<file path="config.mk">
export PLATFORM = sky130hd
export DESIGN_NAME = alu_seq_core_flat
export DESIGN_NICKNAME = d
export VERILOG_FILES = /design/src/rtl/alu_pkg.sv /design/src/rtl/alu_seq_core_if.sv /design/src/rtl/alu_seq_muldiv.sv /design/src/rtl/alu_seq_core.sv /design/src/flat_wrapper.sv
export SDC_FILE = /design/constraint.sdc
export NUM_CORES = 1
export LEC_CHECK = 0
export ABC_CLOCK_PERIOD_IN_PS = 9750
export BUFFER_PORTS_ARGS = -buffer_cell sky130_fd_sc_hd__buf_2
export CAP_MARGIN = 20
export CELL_PAD_IN_SITES_DETAIL_PLACEMENT = 1
export CELL_PAD_IN_SITES_GLOBAL_PLACEMENT = 1
export CORE_ASPECT_RATIO = 0.75
export CORE_MARGIN = 5
export CORE_UTILIZATION = 43
export CTS_CLUSTER_DIAMETER = 40
export DETAILED_ROUTE_END_ITERATION = 10
export HOLD_SLACK_MARGIN = 0.03
export PLACE_DENSITY = 0.88
export SLEW_MARGIN = 25
export SYNTH_ARGS = -nofsm -noshare
export SYNTH_HDL_FRONTEND = slang
export SYNTH_SLANG_ARGS = --single-unit
</file>
<file path="constraint.sdc">
create_clock -name clk -period 9.75 [get_ports clk]
set_clock_uncertainty 0.05 [all_clocks]
set_input_delay 0.4875 -clock clk [delete_from_list [all_inputs] [get_ports clk]]
set_output_delay 0.4875 -clock clk [all_outputs]
set_load 0.05 [all_outputs]
</file>
<file path="src/rtl/alu_pkg.sv">
// -----------------------------------------------------------------------------
// alu_pkg
// Shared constants for the sequential ALU core:
//   - select nibble value that marks an ALU-class opcode (ALU_SEL)
//   - operation-nibble codes OP_ADD .. OP_DIV
//   - bit positions inside the 4-bit flag word {V,N,C,Z}
//   - FSM state type and state encodings (exported on dbg_state)
//   - pack_flags helper that places V/N/C/Z at their fixed bit positions
// Optional feature macro: ALU_DIV_EN (consumed by alu_seq_core/alu_seq_muldiv).
// -----------------------------------------------------------------------------
package alu_pkg;

   localparam logic [3:0] ALU_SEL = 4'h1;

   localparam logic [3:0] OP_ADD = 4'h0;
   localparam logic [3:0] OP_SUB = 4'h1;
   localparam logic [3:0] OP_AND = 4'h2;
   localparam logic [3:0] OP_OR  = 4'h3;
   localparam logic [3:0] OP_XOR = 4'h4;
   localparam logic [3:0] OP_NOT = 4'h5;
   localparam logic [3:0] OP_SHL = 4'h6;
   localparam logic [3:0] OP_SHR = 4'h7;
   localparam logic [3:0] OP_MUL = 4'h8;
   localparam logic [3:0] OP_DIV = 4'h9;

   localparam int FLAG_Z = 0;
   localparam int FLAG_C = 1;
   localparam int FLAG_N = 2;
   localparam int FLAG_V = 3;

   // Flag word after reset: result register holds zero, so only Z is set.
   localparam logic [3:0] FLAGS_RESET = 4'b0001;

   typedef logic [1:0] state_t;
   localparam state_t ST_IDLE = 2'd0;
   localparam state_t ST_MUL  = 2'd1;
   localparam state_t ST_DIV  = 2'd2;

   function automatic logic [3:0] pack_flags(input logic v, input logic n,
                                             input logic c, input logic z);
      logic [3:0] f;
      f         = 4'b0000;
      f[FLAG_V] = v;
      f[FLAG_N] = n;
      f[FLAG_C] = c;
      f[FLAG_Z] = z;
      return f;
   endfunction

endpackage

</file>
<file path="src/rtl/alu_seq_core_if.sv">
// -----------------------------------------------------------------------------
// alu_seq_core_if
// Bundles the request/response signals between a processor and alu_seq_core.
//   in_valid/in_ready  : request handshake, opcode/a/b qualified by in_valid
//   out_valid/out_ready: response handshake, c/flags qualified by out_valid
//   busy               : core is iterating a multiply/divide
//   dbg_state          : current FSM state (alu_pkg ST_* encoding)
// Modports: master = processor side, slave = ALU core side.
// -----------------------------------------------------------------------------
interface alu_seq_core_if #(
   parameter int DATA_WIDTH = 16
);
   logic                  in_valid;
   logic                  in_ready;
   logic [15:0]           opcode;
   logic [DATA_WIDTH-1:0] a;
   logic [DATA_WIDTH-1:0] b;
   logic                  out_valid;
   logic                  out_ready;
   logic [DATA_WIDTH-1:0] c;
   logic [3:0]            flags;
   logic                  busy;
   logic [1:0]            dbg_state;

   modport master (
      output in_valid, opcode, a, b, out_ready,
      input  in_ready, out_valid, c, flags, busy, dbg_state
   );

   modport slave (
      input  in_valid, opcode, a, b, out_ready,
      output in_ready, out_valid, c, flags, busy, dbg_state
   );
endinterface

</file>
<file path="src/rtl/alu_seq_muldiv.sv">
// -----------------------------------------------------------------------------
// alu_seq_muldiv
// Iterative unsigned shift-add multiplier and, when ALU_DIV_EN is defined,
// unsigned restoring divider. One bit per clock, DATA_WIDTH iterations.
// Ports:
//   clk, reset  : clock, synchronous active-high reset (abandons any operation)
//   start       : load operands a/b and begin iterating
//   is_div      : (ALU_DIV_EN only) select divide instead of multiply at start
//   a, b        : operands (multiplicand/multiplier or dividend/divisor)
//   div_zero    : (ALU_DIV_EN only) captured divisor is zero
//   done        : combinational, high during the last iteration cycle
//   result      : value valid while done (low product half or quotient)
//   hi_nz       : while done, upper product half is non-zero
// Optional feature macro: ALU_DIV_EN.
// -----------------------------------------------------------------------------
module alu_seq_muldiv
   import alu_pkg::*;
#(
   parameter int DATA_WIDTH = 16
) (
   input  logic                  clk,
   input  logic                  reset,
   input  logic                  start,
`ifdef ALU_DIV_EN
   input  logic                  is_div,
   output logic                  div_zero,
`endif
   input  logic [DATA_WIDTH-1:0] a,
   input  logic [DATA_WIDTH-1:0] b,
   output logic                  done,
   output logic [DATA_WIDTH-1:0] result,
   output logic                  hi_nz
);

   localparam int DW = DATA_WIDTH;
   localparam int CW = $clog2(DATA_WIDTH);

   // acc holds {upper product, remaining multiplier} for multiply and
   // {partial remainder, dividend/quotient} for divide.
   logic [2*DW-1:0] acc;
   logic [2*DW-1:0] acc_nxt;
   logic [DW-1:0]   opnd;
   logic [CW-1:0]   cnt;
   logic            run;

   logic [DW:0]     mul_sum;
   logic [2*DW-1:0] mul_nxt;

`ifdef ALU_DIV_EN
   logic            div_mode;
   logic [DW:0]     div_shift;
   logic [DW:0]     div_diff;
   logic [2*DW-1:0] div_nxt;
`endif

   // Multiply step: add multiplicand into the upper half when the current
   // multiplier bit is set, then shift the whole accumulator right.
   always_comb begin
      mul_sum = {1'b0, acc[2*DW-1:DW]} + (acc[0] ? {1'b0, opnd} : {(DW+1){1'b0}});
      mul_nxt = {mul_sum, acc[DW-1:1]};
   end

`ifdef ALU_DIV_EN
   // Restoring divide step: shift next dividend bit into the remainder and
   // subtract the divisor when it fits. A compare is used (not the borrow of
   // the subtraction) so a zero divisor yields all-ones quotient bits even
   // when the shifted remainder reaches bit DW.
   always_comb begin
      div_shift = acc[2*DW-1:DW-1];
      div_diff  = div_shift - {1'b0, opnd};
      if (div_shift >= {1'b0, opnd}) begin
         div_nxt = {div_diff[DW-1:0], acc[DW-2:0], 1'b1};
      end else begin
         div_nxt = {div_shift[DW-1:0], acc[DW-2:0], 1'b0};
      end
   end

   assign acc_nxt  = div_mode ? div_nxt : mul_nxt;
   assign div_zero = (opnd == '0);
`else
   assign acc_nxt  = mul_nxt;
`endif

   always_ff @(posedge clk) begin
      if (reset) begin
         acc  <= '0;
         opnd <= '0;
         cnt  <= '0;
         run  <= 1'b0;
`ifdef ALU_DIV_EN
         div_mode <= 1'b0;
`endif
      end else if (start) begin
         run <= 1'b1;
         cnt <= '0;
`ifdef ALU_DIV_EN
         div_mode <= is_div;
         opnd     <= is_div ? b : a;
         acc      <= is_div ? {{DW{1'b0}}, a} : {{DW{1'b0}}, b};
`else
         opnd <= a;
         acc  <= {{DW{1'b0}}, b};
`endif
      end else if (run) begin
         acc <= acc_nxt;
         cnt <= cnt + CW'(1);
         if (cnt == CW'(DW - 1)) begin
            run <= 1'b0;
         end
      end
   end

   // The final iteration's value is handed out combinationally so the core
   // can register it on the same edge that retires the operation.
   assign done   = run && (cnt == CW'(DW - 1));
   assign result = acc_nxt[DW-1:0];
   assign hi_nz  = |acc_nxt[2*DW-1:DW];

endmodule

</file>
<file path="src/rtl/alu_seq_core.sv">
// -----------------------------------------------------------------------------
// alu_seq_core
// Registered ALU with valid/ready request and response handshakes.
// Single-cycle: ADD, SUB, AND, OR, XOR, NOT, SHL, SHR, undefined ops.
// Multi-cycle : MUL (and DIV with ALU_DIV_EN) through alu_seq_muldiv.
// Ports:
//   clk   : clock
//   reset : synchronous active-high reset
//   bus   : alu_seq_core_if.slave (in_valid/in_ready/opcode/a/b,
//           out_valid/out_ready/c/flags, busy, dbg_state)
// opcode[15:12] selects the class (ALU_SEL = ALU op), opcode[11:8] the
// operation, opcode[7:0] is ignored. Non-ALU selects return c=0 and leave
// flags untouched.
// Optional feature macro: ALU_DIV_EN (operation 9 = unsigned divide).
//
// Handshake rules: a request transfers on a clock edge where in_valid and
// in_ready are both high; a response transfers on an edge where out_valid and
// out_ready are both high. c/flags stay constant while out_valid is high and
// out_ready is low. in_ready is only high in IDLE when the output register is
// empty or being drained in the same cycle.
// -----------------------------------------------------------------------------
module alu_seq_core
   import alu_pkg::*;
#(
   parameter int DATA_WIDTH  = 16,
   parameter int SHAMT_WIDTH = $clog2(DATA_WIDTH)
) (
   input logic            clk,
   input logic            reset,
   alu_seq_core_if.slave  bus
);

   localparam int DW = DATA_WIDTH;

   state_t           state;
   logic [DW-1:0]    c_q;
   logic [3:0]       flags_q;
   logic             out_valid_q;

   logic [3:0]       sel;
   logic [3:0]       op;
   logic [7:0]       unused_opcode_lo;
   logic             is_alu;
   logic             is_mul;
   logic             in_ready;
   logic             accept;
   logic             start_md;

   logic [SHAMT_WIDTH-1:0] shamt;
   logic [DW:0]      sum_ext;
   logic [DW:0]      sh_ext;
   logic [DW-1:0]    alu_res;
   logic             alu_cf;
   logic             alu_vf;
   logic [3:0]       alu_flags;

   logic             md_done;
   logic [DW-1:0]    md_result;
   logic             md_hi_nz;
   logic [3:0]       md_flags;

   assign sel              = bus.opcode[15:12];
   assign op               = bus.opcode[11:8];
   assign unused_opcode_lo = bus.opcode[7:0];
   assign shamt            = bus.b[SHAMT_WIDTH-1:0];

   assign is_alu   = (sel == ALU_SEL);
   assign is_mul   = is_alu && (op == OP_MUL);
   assign in_ready = (state == ST_IDLE) && (!out_valid_q || bus.out_ready);
   assign accept   = bus.in_valid && in_ready;

`ifdef ALU_DIV_EN
   logic is_div;
   logic md_div_zero;
   assign is_div   = is_alu && (op == OP_DIV);
   assign start_md = accept && (is_mul || is_div);
`else
   assign start_md = accept && is_mul;
`endif

   // Single-cycle datapath, evaluated on the live operands at accept time.
   always_comb begin
      alu_res = '0;
      alu_cf  = 1'b0;
      alu_vf  = 1'b0;
      sum_ext = '0;
      sh_ext  = '0;
      case (op)
         OP_ADD: begin
            sum_ext = {1'b0, bus.a} + {1'b0, bus.b};
            alu_res = sum_ext[DW-1:0];
            alu_cf  = sum_ext[DW];
            alu_vf  = (bus.a[DW-1] == bus.b[DW-1]) && (alu_res[DW-1] != bus.a[DW-1]);
         end
         OP_SUB: begin
            sum_ext = {1'b0, bus.a} - {1'b0, bus.b};
            alu_res = sum_ext[DW-1:0];
            alu_cf  = sum_ext[DW];  // borrow, i.e. a < b unsigned
            alu_vf  = (bus.a[DW-1] != bus.b[DW-1]) && (alu_res[DW-1] != bus.a[DW-1]);
         end
         OP_AND: alu_res = bus.a & bus.b;
         OP_OR:  alu_res = bus.a | bus.b;
         OP_XOR: alu_res = bus.a ^ bus.b;
         OP_NOT: alu_res = ~bus.a;
         OP_SHL: begin
            // Extra MSB catches the last bit shifted out; stays 0 for amount 0.
            sh_ext  = {1'b0, bus.a} << shamt;
            alu_res = sh_ext[DW-1:0];
            alu_cf  = sh_ext[DW];
         end
         OP_SHR: begin
            // Extra LSB catches the last bit shifted out; stays 0 for amount 0.
            sh_ext  = {bus.a, 1'b0} >> shamt;
            alu_res = sh_ext[DW:1];
            alu_cf  = sh_ext[0];
         end
         default: alu_res = '0;
      endcase
   end

   assign alu_flags = pack_flags(alu_vf, alu_res[DW-1], alu_cf, alu_res == '0);

   alu_seq_muldiv #(
      .DATA_WIDTH (DW)
   ) u_muldiv (
      .clk      (clk),
      .reset    (reset),
      .start    (start_md),
`ifdef ALU_DIV_EN
      .is_div   (is_div),
      .div_zero (md_div_zero),
`endif
      .a        (bus.a),
      .b        (bus.b),
      .done     (md_done),
      .result   (md_result),
      .hi_nz    (md_hi_nz)
   );

   always_comb begin
      md_flags = pack_flags(1'b0, md_result[DW-1], md_hi_nz, md_result == '0);
`ifdef ALU_DIV_EN
      if (state == ST_DIV) begin
         if (md_div_zero) begin
            md_flags = pack_flags(1'b1, 1'b1, 1'b1, 1'b0);
         end else begin
            md_flags = pack_flags(1'b0, md_result[DW-1], 1'b0, md_result == '0);
         end
      end
`endif
   end

   always_ff @(posedge clk) begin
      if (reset) begin
         state       <= ST_IDLE;
         c_q         <= '0;
         flags_q     <= FLAGS_RESET;
         out_valid_q <= 1'b0;
      end else begin
         case (state)
            ST_IDLE: begin
               if (start_md) begin
`ifdef ALU_DIV_EN
                  state <= is_mul ? ST_MUL : ST_DIV;
`else
                  state <= ST_MUL;
`endif
               end
            end
            ST_MUL: begin
               if (md_done) state <= ST_IDLE;
            end
`ifdef ALU_DIV_EN
            ST_DIV: begin
               if (md_done) state <= ST_IDLE;
            end
`endif
            default: state <= ST_IDLE;
         endcase

         // An accepted request implies any held result is drained this cycle,
         // so loading a new single-cycle result keeps out_valid high.
         if (md_done) begin
            c_q         <= md_result;
            flags_q     <= md_flags;
            out_valid_q <= 1'b1;
         end else if (accept && !start_md) begin
            out_valid_q <= 1'b1;
            if (is_alu) begin
               c_q     <= alu_res;
               flags_q <= alu_flags;
            end else begin
               c_q     <= '0;
            end
         end else if (out_valid_q && bus.out_ready) begin
            out_valid_q <= 1'b0;
         end
      end
   end

   assign bus.in_ready  = in_ready;
   assign bus.out_valid = out_valid_q;
   assign bus.c         = c_q;
   assign bus.flags     = flags_q;
   assign bus.busy      = (state != ST_IDLE);
   assign bus.dbg_state = state;

endmodule

</file>
<file path="src/flat_wrapper.sv">
// flat-port wrapper written by rule: the top's interface ports become plain ports
module alu_seq_core_flat import alu_pkg::*;
#(
   parameter int DATA_WIDTH  = 16,
   parameter int SHAMT_WIDTH = $clog2(DATA_WIDTH)
)
  (clk, reset, bus_in_valid, bus_opcode, bus_a, bus_b, bus_out_ready, bus_in_ready, bus_out_valid, bus_c, bus_flags, bus_busy, bus_dbg_state);
  alu_seq_core_if #(.DATA_WIDTH(DATA_WIDTH)) bus_i ();
  input logic clk;
  input logic reset;
  input wire logic [$bits(bus_i.in_valid)-1:0] bus_in_valid;
  input wire logic [$bits(bus_i.opcode)-1:0] bus_opcode;
  input wire logic [$bits(bus_i.a)-1:0] bus_a;
  input wire logic [$bits(bus_i.b)-1:0] bus_b;
  input wire logic [$bits(bus_i.out_ready)-1:0] bus_out_ready;
  output wire logic [$bits(bus_i.in_ready)-1:0] bus_in_ready;
  output wire logic [$bits(bus_i.out_valid)-1:0] bus_out_valid;
  output wire logic [$bits(bus_i.c)-1:0] bus_c;
  output wire logic [$bits(bus_i.flags)-1:0] bus_flags;
  output wire logic [$bits(bus_i.busy)-1:0] bus_busy;
  output wire logic [$bits(bus_i.dbg_state)-1:0] bus_dbg_state;
  assign bus_i.in_valid = bus_in_valid;
  assign bus_i.opcode = bus_opcode;
  assign bus_i.a = bus_a;
  assign bus_i.b = bus_b;
  assign bus_i.out_ready = bus_out_ready;
  assign bus_in_ready = bus_i.in_ready;
  assign bus_out_valid = bus_i.out_valid;
  assign bus_c = bus_i.c;
  assign bus_flags = bus_i.flags;
  assign bus_busy = bus_i.busy;
  assign bus_dbg_state = bus_i.dbg_state;
  alu_seq_core #(.DATA_WIDTH(DATA_WIDTH), .SHAMT_WIDTH(SHAMT_WIDTH)) u_core (.clk(clk), .reset(reset), .bus(bus_i));
endmodule
</file>
==> flow_summary.yaml <==
finish:
  regArea_mm2: 0.001503
  area_growth_pct: 7.161
  design_area_mm2: 0.008856
  multi_input_area_mm2: 0.006157
  final_core_util_pct: 47.44
  nets: 1202
  layout-drive-gt1-share_pct: 12.18
  stdcell_count: 1331
  nFillCells: 2316
  n_antenna_cell: 0
route:
  totalWireLength_um: 33100
  vias: 9033
  postRouteAntennaNets: 0
  drc: 0
  via_per_inst: 6.787
  post_drt_wl_per_cell_um: 24.87
  dr.pass1.iters: 6
  drt_iter0_drc: 1175
min_path:
  holdCritStartpoint: "u_core.u_muldiv.opnd[9]$_SDFFE_PP0P_"
  min_to: "u_core.u_muldiv.opnd[9]$_SDFFE_PP0P_"
  hold-path-cell-count: 2
  min_path_type: "register to register"
yosys:
  synth-seq-cells: 75
  netlist_instances: 1076
  synth_enable_flop_cells: 0
  yosysUniqueCellTypes: 86
  synthArstFlopShare_pct: 0
  synth_area_per_cell_um2: 7.680
  syn-cell-area_mm2: 0.008264
  ys_seq_area_share_pct: 18.17
  syn_nets: 1199
  synth-main-ff-cell: "dfxtp_1"
  yosysWarnings: 0
grt:
  grt_pass1_wl_um: 50970
  grt_max_degree: 58
  antenna_found_initial: 0
  gr-total-overflow: 0
  grt_pass1_vias: 8936
  grt.total_usage_pct: 29.12
clocking:
  clock-sinks: 75
  cts_tree: "yes"
  numCtsBuffers: 9
  cts_setup_buffers: 0
  cts_buffer_depth: 2
  clk_latency_ps: 340
  root_buffer: "clkbuf_16"
  cts_resized: 0
  htreeDepth: 3
  clk_pin_slew_ps: 70
  holdBufCountCts: 0
job:
  cap_violations: 0
floorplanning:
  row_count: 43
  coreArea_mm2: 0.01867
  die-area_mm2: 0.02212
  die_y_um: 130.1
  die_x_um: 170.1
  io_pins: 77
  start_util_pct: 44.27
critical_path:
  cp.required_ps: 9970
  critical_path_class: "input port to register"
  endpoint_kind: "register"
  critPathLaunchType: "input port"
  r2r_cells: 12
  timing.rr.start: "u_core.u_muldiv.acc[0]$_SDFFE_PP0P_"
  cp.arrival_ps: 4780
  rrSetupSlack_ps: 5780
  critPathMaxFanout: 40
  worst_r2r_endpoint: "u_core.bus.flags[1]$_SDFFE_PP0P_"
status:
  status: "completed"
place:
  place_congestion: 1.068
  dpl_cell_area_mm2: 0.008571
  post-dp-hpwl_um: 24420
  io_buffers: 67
  dp.cells: 1315
timing:
  rsz0062_at_grt: "false"
  max_freq_ghz: 0.2191
  layout_min_cycle_time_ps: 4563
  tightestPinTransition_ps: 1016
  setup_viol_count_final: 0
  timing.setup.tns_ps: 0
  max_slew_margin_pct: 31.29
  period_share_pct: 46.80
  hold_viol: 0
  hold_ws_ps: 405.6
  drv_slew: 0
power:
  worst_ir_drop_vdd_uv: 69.96
  p_leak_nw: 3.518
  p_per_area_mw_per_mm2: 103.6
## power breakdown
group          switching (mW)  total, mW  leakage, nW  internal, mW
combinational           0.189      0.283         2.78        0.0941
sequential           0.000839      0.308        0.605         0.307
clock                   0.150      0.326        0.131         0.177
## cells by family (layout without fill, tap and decap cells)
| group | after synthesis | count (layout) | synth area share [%] |
|---|---|---|---|
| flip-flops | 75 | 75 | 18.17 |
| multiplexers | 76 | 76 | 12.43 |
| AND/OR/NAND/NOR | 387 | 387 | 22.92 |
| adder cells (fa/ha/maj) | 71 | 71 | 11.02 |
| XOR/XNOR | 24 | 24 | 2.544 |
| AO/OA/AOI/OAI | 305 | 305 | 25.51 |
| other | 1 | 1 | 0.04538 |
| buffers and inverters | 137 | 145 | 7.358 |
## sequential cells by signal, summed over array words and instances (netlist names)
signal / count
u_core.bus.c: 16
u_core.bus.dbg_state: 1
u_core.bus.flags: 4
u_core.bus.out_valid: 1
u_core.u_muldiv.acc: 32
u_core.u_muldiv.cnt: 4
u_core.u_muldiv.opnd: 16
u_core.u_muldiv.run: 1
## layout make-up
cell class	count	area share, %
Multi-Input combinational cell	864	69.53
Sequential cell	75	16.97
Timing Repair Buffer	76	4.549
Tap cell	247	3.490
Clock buffer	9	2.543
Inverter	53	2.246
Clock inverter	7	0.6782
## cells in the final DEF, fill, tap and decap left out, drive strengths merged, types with 5 or more instances in the layout
| master | count |
|---|---|
| nand3 | 21 |
| buf | 76 |
| or4 | 6 |
| a21oi | 71 |
| mux4 | 20 |
| o211ai | 14 |
| nor3 | 37 |
| o31ai | 5 |
| inv | 56 |
| and4 | 8 |
| o21ai | 41 |
| a31oi | 24 |
| nor4 | 10 |
| a22oi | 10 |
| ha | 68 |
| a2111oi | 8 |
| nand2 | 93 |
| xor2 | 8 |
| mux2i | 49 |
| a211oi | 36 |
| mux2 | 7 |
| o22ai | 14 |
| dfxtp | 75 |
| xnor2 | 16 |
| nor2 | 124 |
| a221oi | 11 |
| nand2b | 12 |
| nand4 | 15 |
| nor2b | 18 |
| a21o | 12 |
| and2 | 19 |
| o21bai | 8 |
| clkbuf | 9 |
| o221ai | 8 |
## worst max path at each step
stage,slack (ps),endpoint,startpoint,depth (start not counted)
after CTS,5350,u_core.bus.flags[0]$_SDFFE_PP1P_,bus_b[2],12
after detailed placement,5030,u_core.bus.flags[0]$_SDFFE_PP1P_,bus_b[2],12
final,5190,u_core.bus.flags[0]$_SDFFE_PP1P_,bus_b[2],12
after floorplan,6320,u_core.bus.flags[0]$_SDFFE_PP1P_,bus_b[2],13
after global placement,5080,u_core.bus.flags[0]$_SDFFE_PP1P_,bus_b[2],12
after global routing,5070,u_core.bus.flags[0]$_SDFFE_PP1P_,bus_b[2],12
## layer usage
layer | vias to the layer above | share of wire [%] | track usage (%) | routed length (µm)
met5 | - | 0 | 0 | 0
met2 | 543 | 44 | 45.84 | 14560
li1 | 3970 | - | - | -
met4 | 0 | 2.8 | 7.324 | 926
met3 | 88 | 12 | 8.631 | 3953
met1 | 4432 | 41 | 39.38 | 13660
## cells in the mapped netlist (24+ instances only)
library cell | number | area share, %
a211oi_1 | 35 | 3.2
a21oi_1 | 71 | 4.3
a31oi_1 | 24 | 1.8
clkbuf_1 | 47 | 2.1
dfxtp_1 | 75 | 18
ha_1 | 68 | 10
inv_1 | 53 | 2.4
mux2i_1 | 49 | 5.9
nand2_1 | 93 | 4.2
nor2_1 | 124 | 5.6
nor3_1 | 36 | 2.2
o21ai_0 | 38 | 2.3
## critical path, cell delays in order
cell,delay (ps)
buf_2,600
inv_1,520
ha_1,550
nand2b_1,200
a221oi_2,410
nor4_1,140
o311ai_0,790
a211o_1,220
and3_1,220
nand3_1,110
or4_1,410
o21ai_1,120
## stage by stage
| step | power, mW | setup slack [ps] |
|---|---|---|
| after floorplan | 0.5028 | 6325 |
| after global placement | 0.5775 | 5075 |
| after detailed placement | 0.5849 | 5032 |
| after CTS | 0.9051 | 5353 |
| after global routing | 0.9471 | 5073 |
| final | 0.9173 | 5187 |
Note: power is estimated with default switching activity, not from simulation.
